File: src/rtl/mouse_cursor_tracker.sv
// Tracks the USB mouse report: clamped cursor published once per frame, and
// left-button presses over the chessboard converted to cell coordinates.
module mouse_cursor_tracker #(
   parameter int SCREEN_W    = 640,
   parameter int SCREEN_H    = 480,
   parameter int BOARD_X0    = 80,
   parameter int BOARD_Y0    = 0,
   parameter int CELL        = 60,
   parameter int DELTA_SHIFT = 0
) (
   input  logic        Clk,
   input  logic        Reset,
   input  logic [31:0] report,
   input  logic        vsync,
   output logic [9:0]  cursor_x,
   output logic [9:0]  cursor_y,
   output logic        left_btn,
   output logic        right_btn,
   output logic        click_valid,
   input  logic        click_ready,
   output logic [2:0]  click_col,
   output logic [2:0]  click_row,
   output logic        overrun
);

   typedef enum logic [1:0] {IDLE, DIV, PRESENT} state_t;

   localparam logic signed [11:0] MAX_X  = 12'(SCREEN_W - 1);
   localparam logic signed [11:0] MAX_Y  = 12'(SCREEN_H - 1);
   localparam logic [9:0]         HOME_X = 10'(SCREEN_W / 2);
   localparam logic [9:0]         HOME_Y = 10'(SCREEN_H / 2);
   localparam logic [9:0]         X_LO   = 10'(BOARD_X0);
   localparam logic [9:0]         Y_LO   = 10'(BOARD_Y0);
   localparam logic [10:0]        SPAN   = 11'(8 * CELL);
   localparam logic [9:0]         CELL_V = 10'(CELL);

   logic [31:0] report_q;
   logic        vs_q;
   state_t      state_q, state_d;
   logic        prime_q, prime_d;
   logic [7:0]  last_seq_q, last_seq_d;
   logic [9:0]  int_x_q, int_x_d, int_y_q, int_y_d;
   logic [9:0]  cur_x_q, cur_x_d, cur_y_q, cur_y_d;
   logic        left_q, left_d, right_q, right_d;
   logic        press_q, press_d;
   logic [2:0]  div_cnt_q, div_cnt_d;
   logic [9:0]  rel_x_q, rel_x_d, rel_y_q, rel_y_d;
   logic [2:0]  col_q, col_d, row_q, row_d;
   logic        ovr_q, ovr_d;

   logic signed [11:0] dx_ext, dy_ext, dx_s, dy_s, sum_x, sum_y;
   logic [9:0]         move_x, move_y;
   logic [10:0]        off_x, off_y;
   logic               on_board;
   logic               unused_bits;

   assign unused_bits = ^report_q[23:18];

   // Sign-extend the deltas to 12 bits so the sum can go negative before clamping.
   assign dx_ext = {{4{report_q[15]}}, report_q[15:8]};
   assign dy_ext = {{4{report_q[7]}}, report_q[7:0]};
   assign dx_s   = dx_ext >>> DELTA_SHIFT;
   assign dy_s   = dy_ext >>> DELTA_SHIFT;
   assign sum_x  = $signed({2'b00, int_x_q}) + dx_s;
   assign sum_y  = $signed({2'b00, int_y_q}) + dy_s;
   assign move_x = (sum_x < 12'sd0) ? 10'd0 : (sum_x > MAX_X) ? MAX_X[9:0] : sum_x[9:0];
   assign move_y = (sum_y < 12'sd0) ? 10'd0 : (sum_y > MAX_Y) ? MAX_Y[9:0] : sum_y[9:0];

   // A position left of/above the board wraps the offset past SPAN, so one compare covers both edges.
   assign off_x    = {1'b0, int_x_q} - {1'b0, X_LO};
   assign off_y    = {1'b0, int_y_q} - {1'b0, Y_LO};
   assign on_board = (off_x < SPAN) && (off_y < SPAN);

   always_comb begin
      state_d    = state_q;
      prime_d    = prime_q;
      last_seq_d = last_seq_q;
      int_x_d    = int_x_q;
      int_y_d    = int_y_q;
      cur_x_d    = cur_x_q;
      cur_y_d    = cur_y_q;
      left_d     = left_q;
      right_d    = right_q;
      press_d    = 1'b0;
      div_cnt_d  = div_cnt_q;
      rel_x_d    = rel_x_q;
      rel_y_d    = rel_y_q;
      col_d      = col_q;
      row_d      = row_q;
      ovr_d      = ovr_q;

      if (prime_q) begin
         last_seq_d = report_q[31:24];
         left_d     = report_q[16];
         right_d    = report_q[17];
         prime_d    = 1'b0;
      end else if (report_q[31:24] != last_seq_q) begin
         last_seq_d = report_q[31:24];
         int_x_d    = move_x;
         int_y_d    = move_y;
         left_d     = report_q[16];
         right_d    = report_q[17];
         press_d    = report_q[16] & ~left_q;
      end

      if (vsync & ~vs_q) begin
         cur_x_d = int_x_q;
         cur_y_d = int_y_q;
      end

      // press_q is one edge old, so int_x_q/int_y_q already hold the post-move position.
      unique case (state_q)
         IDLE: begin
            if (press_q && on_board) begin
               state_d   = DIV;
               rel_x_d   = off_x[9:0];
               rel_y_d   = off_y[9:0];
               col_d     = 3'd0;
               row_d     = 3'd0;
               div_cnt_d = 3'd0;
            end
         end
         DIV: begin
            if (rel_x_q >= CELL_V) begin
               rel_x_d = rel_x_q - CELL_V;
               col_d   = col_q + 3'd1;
            end
            if (rel_y_q >= CELL_V) begin
               rel_y_d = rel_y_q - CELL_V;
               row_d   = row_q + 3'd1;
            end
            div_cnt_d = div_cnt_q + 3'd1;
            if (div_cnt_q == 3'd7) state_d = PRESENT;
            if (press_q) ovr_d = 1'b1;
         end
         PRESENT: begin
            if (click_ready) state_d = IDLE;
            if (press_q) ovr_d = 1'b1;
         end
         default: state_d = IDLE;
      endcase
   end

   always_ff @(posedge Clk) begin
      report_q <= report;
      vs_q     <= vsync;
      if (Reset) begin
         state_q    <= IDLE;
         prime_q    <= 1'b1;
         last_seq_q <= 8'd0;
         int_x_q    <= HOME_X;
         int_y_q    <= HOME_Y;
         cur_x_q    <= HOME_X;
         cur_y_q    <= HOME_Y;
         left_q     <= 1'b0;
         right_q    <= 1'b0;
         press_q    <= 1'b0;
         div_cnt_q  <= 3'd0;
         rel_x_q    <= 10'd0;
         rel_y_q    <= 10'd0;
         col_q      <= 3'd0;
         row_q      <= 3'd0;
         ovr_q      <= 1'b0;
      end else begin
         state_q    <= state_d;
         prime_q    <= prime_d;
         last_seq_q <= last_seq_d;
         int_x_q    <= int_x_d;
         int_y_q    <= int_y_d;
         cur_x_q    <= cur_x_d;
         cur_y_q    <= cur_y_d;
         left_q     <= left_d;
         right_q    <= right_d;
         press_q    <= press_d;
         div_cnt_q  <= div_cnt_d;
         rel_x_q    <= rel_x_d;
         rel_y_q    <= rel_y_d;
         col_q      <= col_d;
         row_q      <= row_d;
         ovr_q      <= ovr_d;
      end
   end

   assign cursor_x    = cur_x_q;
   assign cursor_y    = cur_y_q;
   assign left_btn    = left_q;
   assign right_btn   = right_q;
   assign click_valid = (state_q == PRESENT);
   assign click_col   = col_q;
   assign click_row   = row_q;
   assign overrun     = ovr_q;

endmodule

File: config.mk
export PLATFORM = sky130hd
export DESIGN_NAME = mouse_cursor_tracker
export DESIGN_NICKNAME = d
export VERILOG_FILES = /design/src/rtl/mouse_cursor_tracker.sv
export SDC_FILE = /design/constraint.sdc
export NUM_CORES = 1
export LEC_CHECK = 0
export CAP_MARGIN = 25
export CORE_MARGIN = 5
export CORE_UTILIZATION = 55
export DETAILED_ROUTE_END_ITERATION = 16
export PLACE_DENSITY = 0.79
export SLEW_MARGIN = 20
export SYNTH_ARGS = -nofsm -noshare
export SYNTH_HDL_FRONTEND = slang
export SYNTH_SLANG_ARGS = --single-unit
File: constraint.sdc
create_clock -name Clk -period 3.3 [get_ports Clk]
set_input_delay 0.495 -clock Clk [delete_from_list [all_inputs] [get_ports Clk]]
set_output_delay 0.495 -clock Clk [all_outputs]
set_load 0.02 [all_outputs]
# After elaboration in Yosys (flattened, before gate mapping)

Cells that the tools add are included.

Add/sub/neg operators: 8
Order comparisons: 8
Equal/unequal tests: 9
Muxes and demuxes: 27
Bitwise logic cells: 6
Reduce and logical (&&, ||, !) cells: 13

Operators by type and width:

| operator                                                           | number |
|---|---|
| 2-to-1 mux 10 bit                                                  | 8 |
| one-hot mux 10 bit (2 select lines)                                | 2 |
| adder 11 x 8 -> 12 bit                                             | 2 |
| < comparator 12 x 1 -> 1 bit, second input constant                | 2 |
| greater-or-equal comparator 10 x 6 -> 1 bit, second input constant | 2 |
| subtractor 10 x 6 -> 10 bit, second input constant                 | 2 |
| one-hot mux 3 bit (2 select lines)                                 | 3 |
| 2-to-1 mux 8 bit                                                   | 2 |
| > comparator 12 x 10 -> 1 bit, second input constant               | 1 |
| > comparator 12 x 11 -> 1 bit, second input constant               | 1 |
| < comparator 11 x 9 -> 1 bit, second input constant                | 1 |
| subtractor 10 x 7 -> 11 bit, second input constant                 | 1 |
| < comparator 10 x 9 -> 1 bit, second input constant                | 1 |
| adder 3 x 1 -> 3 bit, second input constant                        | 3 |
| 2-to-1 mux 3 bit                                                   | 3 |
| AND reduction 3 bit                                                | 3 |
| != test 2 bit, second input constant                               | 4 |
| != test 8 bit                                                      | 1 |
| 2-to-1 mux 2 bit                                                   | 3 |
| one-hot mux 2 bit (3 select lines)                                 | 1 |
| AND reduction 2 bit                                                | 3 |
| 2-to-1 mux 1 bit                                                   | 5 |
| inverter 1 bit                                                     | 4 |
| nonzero test 2 bit                                                 | 2 |
| 9 further kinds                                                    | 11 |

Bits in registers: 117
Input bits: 36
Output and inout port bits: 30

# Logic depth before layout (Yosys ltp)

Word-level depth: 6
Depth in mapped cells: 11

# Worst setup path after synthesis

OpenSTA, ideal clock, no wires.

Path kind: flip-flop to flip-flop
From: reg int_y_q[0]
To: reg int_y_q[5]
Library setup time: 0.122 ns
Arrival time: 2.395 ns
Setup slack: 0.784 ns
Stages on the path, launching flop included: 12
Period minus slack after synthesis: 2.516 ns
Cell sequence: dfxtp_1 > ha_1 > inv_1 > fa_1 > nor2b_1 > o31a_1 > o22ai_1 > xor2_1 > and4b_1 > clkbuf_1 > and3b_1 > a221o_1

Word-level cells in the longest chain between the ends: 4
Elaborated cells on any way between the ends: 5

RTL lines:

| item                          | line | RTL |
|---|---|---|
| from (decl)                   | 42   | `logic [9:0] int_x_q, int_x_d, int_y_q, int_y_d;` |
| from (signal assigned)        | 169  | `int_y_q <= int_y_d;` |
| adder 11 x 8 -> 12 bit (*)    | 65   | `assign sum_y = $signed({2'b00, int_y_q}) + dy_s;` |
| > comparator 12 x 10 -> 1 bit | 67   | `assign move_y = (sum_y < 12'sd0) ? 10'd0 : (sum_y > MAX_Y) ? MAX_Y[9:0] : sum_y[9:0];` |
| 2-to-1 mux 10 bit             | 67   |  |
| 2-to-1 mux 10 bit (*)         | 67   |  |

Mark *: on every way between the ends. The rest lies on a longest branch, timed or not.
A chain may end at the register's enable or synchronous reset.

# Worst setup path after layout

Same ends and word-level chain as after synthesis.

==> qor.csv <==
metric,value,unit
M1 GR Usage,0.2505,
met2 usage,0.3783,
"top cells by area, synth","dfxtp_1, ha_1, nand2_1",
GRT Overall Usage,0.2094,
largest net degree at the start of global routing,38,
initial antenna violation count,0,
Initial Util,0.5698,
Post-Syn Nets,675,
initial drt markers,293,
global routing's busiest layer,met2,
R2R Path End,int_y_q[5],
CP endpoint,int_y_q[5],
Final period util,0.8154,
fin. max-slew vios,0,
vias in the first global route,4353,
"Primary FF master, synth",dfxtp_1,
detailed placement HPWL,8989,µm
Post-synth EDFFs,0,
setup violators final,0,
Final min period,2.691,ns
number of buffers created by CTS,9,
hold-fix buffer count after cts,0,
Synth Area in Adders,0.08522,
Syn Std Cell Area,5315,µm²
Fin. Hold Viols,0,
fillcell total,819,
area growth from synthesis to layout,16.29,%
share of cells above drive strength 1,0.05784,
main combinational cell family by area after synthesis,simple AND/OR/NAND/NOR gates,
CP startpoint kind,flip-flop,
top cell type's share of synthesized area,0.4030,
DRC,0,
Hold Path Stages,2,
I/O pin count,66,
DIE WIDTH,108.3,µm
placed inst area,5968,µm²
fmax,0.3716,GHz
post-synthesis cell type count,77,
worst-path maximum fanout,6,
Synth Area in Compound Gates,0.2017,
Root Buffer,clkbuf_8,
clock transition at the registers of the reported paths,0.12,ns
fin area,6181,µm²
Leak,2.363,nW
register area share after synthesis,0.4030,
async set or reset register ratio after synthesis,0,
global-route wire length before repair,19890,µm
max_slew headroom,0.4688,
CP endpoint kind,flip-flop,
vias,4520,
post-synthesis mux area share,0.01883,
row cnt,35,
GR Layer Usage met3,0.03821,
post-CTS resize count,0,
min-delay worst type,reg2reg,
total of max-cap violations,0,
CTS tree,done,
chip height,108.3,µm
measured slew at the worst slew-check pin,0.7968,ns
Synth Area in Simple Gates,0.2048,
worst r2r path cells,10,
Worst-Skew Late Latency,0.39,ns
antenna-violating nets left,0,
"Net count, final",723,
total setup buffers inserted after CTS,0,
Setup Skew,0.01585,ns
via/cell ratio,5.751,
kind of critical path,reg2reg,
gr ovfl total,0,
Pre-Repair DR Iteration Count,5,
Post-Route WL,12000,µm
power density over the cells,531.1,nW/µm²
Mean Syn Cell Area,8.800,µm²
r2r setup slk,0.61,ns
Syn Inst Count,604,
worst r2r src,int_y_q[0],
Core Area,9328,µm²
TNS Setup,0,ns
unrepaired setup endpoints after global routing,false,
H-Tree Depth,3,
CP Launch Point,int_y_q[0],
Sink Count,107,
worst path required time,3.59,ns
WL per Instance,15.26,µm
Seq cells post-synth,107,
total power,3.282,mW
VDD IR max,0.2581,mV
worst-case clock buffer depth,2,
status,"finished, final reports clean",
post-layout util,0.6626,
RD Place Congestion,0.8782,
IO buf count,59,
Synth area leader,dfxtp_1,
arrival time at the worst endpoint,2.98,ns
Min Hold Slack,0.4642,ns
Die ar.,11730,µm²
"Warnings, synthesis",0,
XOR/XNOR Fraction of Synth Area,0.04614,
diodes inserted,0,
[final cells by class]
| class | instances | area (µm²) | area share |
|---|---|---|---|
| flip-flops and latches | 107 | 2142 | 0.3466 |
| repair buffers | 64 | 623.1 | 0.1008 |
| clock buffers | 9 | 123.9 | 0.02004 |
| clock inverters | 7 | 88.84 | 0.01437 |
| inverters | 22 | 82.58 | 0.01336 |
| well taps | 129 | 161.4 | 0.02611 |
| multi-input cells | 448 | 2959 | 0.4787 |
[per-layer routing]
| layer | vias to the layer above | wire length [µm] |
|---|---|---|
| met5 | - | 0 |
| met2 | 101 | 5986 |
| met3 | 17 | 509 |
| met4 | 0 | 228 |
| li1 | 2279 | - |
| met1 | 2123 | 5270 |
[per-stage QoR]
step / setup WS (ns) / std cells
floorplan: 0.7835 / 604
global placement: 0.6628 / 770
detailed placement: 0.6363 / 770
CTS: 0.6272 / 786
global route: 0.4806 / 786
finish: 0.6093 / 786
[layout by cell type, fill, tap and decap left out, types with 3 or more instances in the layout]
master,Yosys,routed
a211oi_1,4,4
nor3_1,14,14
xnor2_1,19,19
clkinv_8,0,3
o22ai_1,3,3
or4_1,4,4
nor2b_1,17,17
clkbuf_8,0,9
ha_1,33,33
a221oi_1,4,4
nor2_1,36,36
o31a_1,3,3
a31oi_1,4,4
a21oi_1,47,47
and2_1,4,4
a21o_1,4,4
nand2_1,77,77
buf_4,1,5
nand4_1,8,8
a32oi_1,6,6
o211ai_1,6,6
xor2_1,9,9
a21oi_2,3,3
nor3b_1,7,7
inv_1,21,21
o21ai_1,3,3
o21ai_0,28,28
nand2b_1,7,7
mux2i_1,10,10
nand3_1,18,18
o32ai_1,5,5
nand3b_1,3,3
o21a_1,3,3
dfxtp_1,107,107
a22oi_1,9,9
clkdlybuf4s50_1,0,58
[worst min-delay path by stage]
stage                              to  slack [ns]    startpoint
after floorplan             right_btn        0.44  report_q[17]
after global placement    cursor_x[7]        0.44   cursor_x[7]
after detailed placement  cursor_x[9]        0.45   cursor_x[9]
after CTS                 cursor_x[9]        0.47   cursor_x[9]
after global routing      cursor_x[3]        0.49   cursor_x[3]
final                     cursor_y[0]        0.46   cursor_y[0]
[worst max-delay path, cell delays in order (launching register included)]
cell     delay [ns]
dfxtp_1        0.37
ha_1           0.20
inv_1          0.06
fa_1           0.40
nor2b_1        0.16
o31a_1         0.23
o22ai_1        0.11
xor2_1         0.16
and4b_1        0.40
and3b_1        0.21
a221o_1        0.30
[state kept, by name, summed over array words and instances (netlist names)]
signal / count
rel_x_q: 8
left_btn: 1
overrun: 1
cursor_x: 10
cursor_y: 10
int_y_q: 10
prime_q: 1
report_q: 26
int_x_q: 10
rel_y_q: 8
last_seq_q: 8
state_q: 2
press_q: 1
div_cnt_q: 3
click_col: 3
vs_q: 1
click_row: 3
right_btn: 1
[cells by family after synthesis]
kind of cell	Yosys count
buffers and inverters	49
adder cells (fa/ha/maj)	35
multiplexers	10
flip-flops	107
AO/OA/AOI/OAI	159
AND/OR/NAND/NOR	216
XOR/XNOR	28
[report_power, final]
part | internal (mW) | switching, mW | leakage [nW]
Combinational | 0.407 | 0.545 | 1.37
Sequential | 1.40 | 0.116 | 0.883
Clock | 0.308 | 0.507 | 0.106
Total | 2.12 | 1.17 | 2.36
[cells in the mapped netlist, drive strengths merged (3+ instances only)]
master / instances
dfxtp: 107
nand2: 78
a21oi: 50
nor2: 37
ha: 33
o21ai: 33
clkbuf: 21
inv: 21
xnor2: 19
nand3: 18
nor2b: 17
nor3: 15
mux2i: 10
a22oi: 9
xor2: 9
nand4: 8
nand2b: 7
nor3b: 7
a32oi: 6
buf: 6
o211ai: 6
a31oi: 5
and2: 5
o32ai: 5
or4: 5
a211oi: 4
a21o: 4
a221oi: 4
nand3b: 3
o21a: 3
o22ai: 3
o31a: 3
or2: 3
Note: power is estimated with default switching activity, not from simulation.
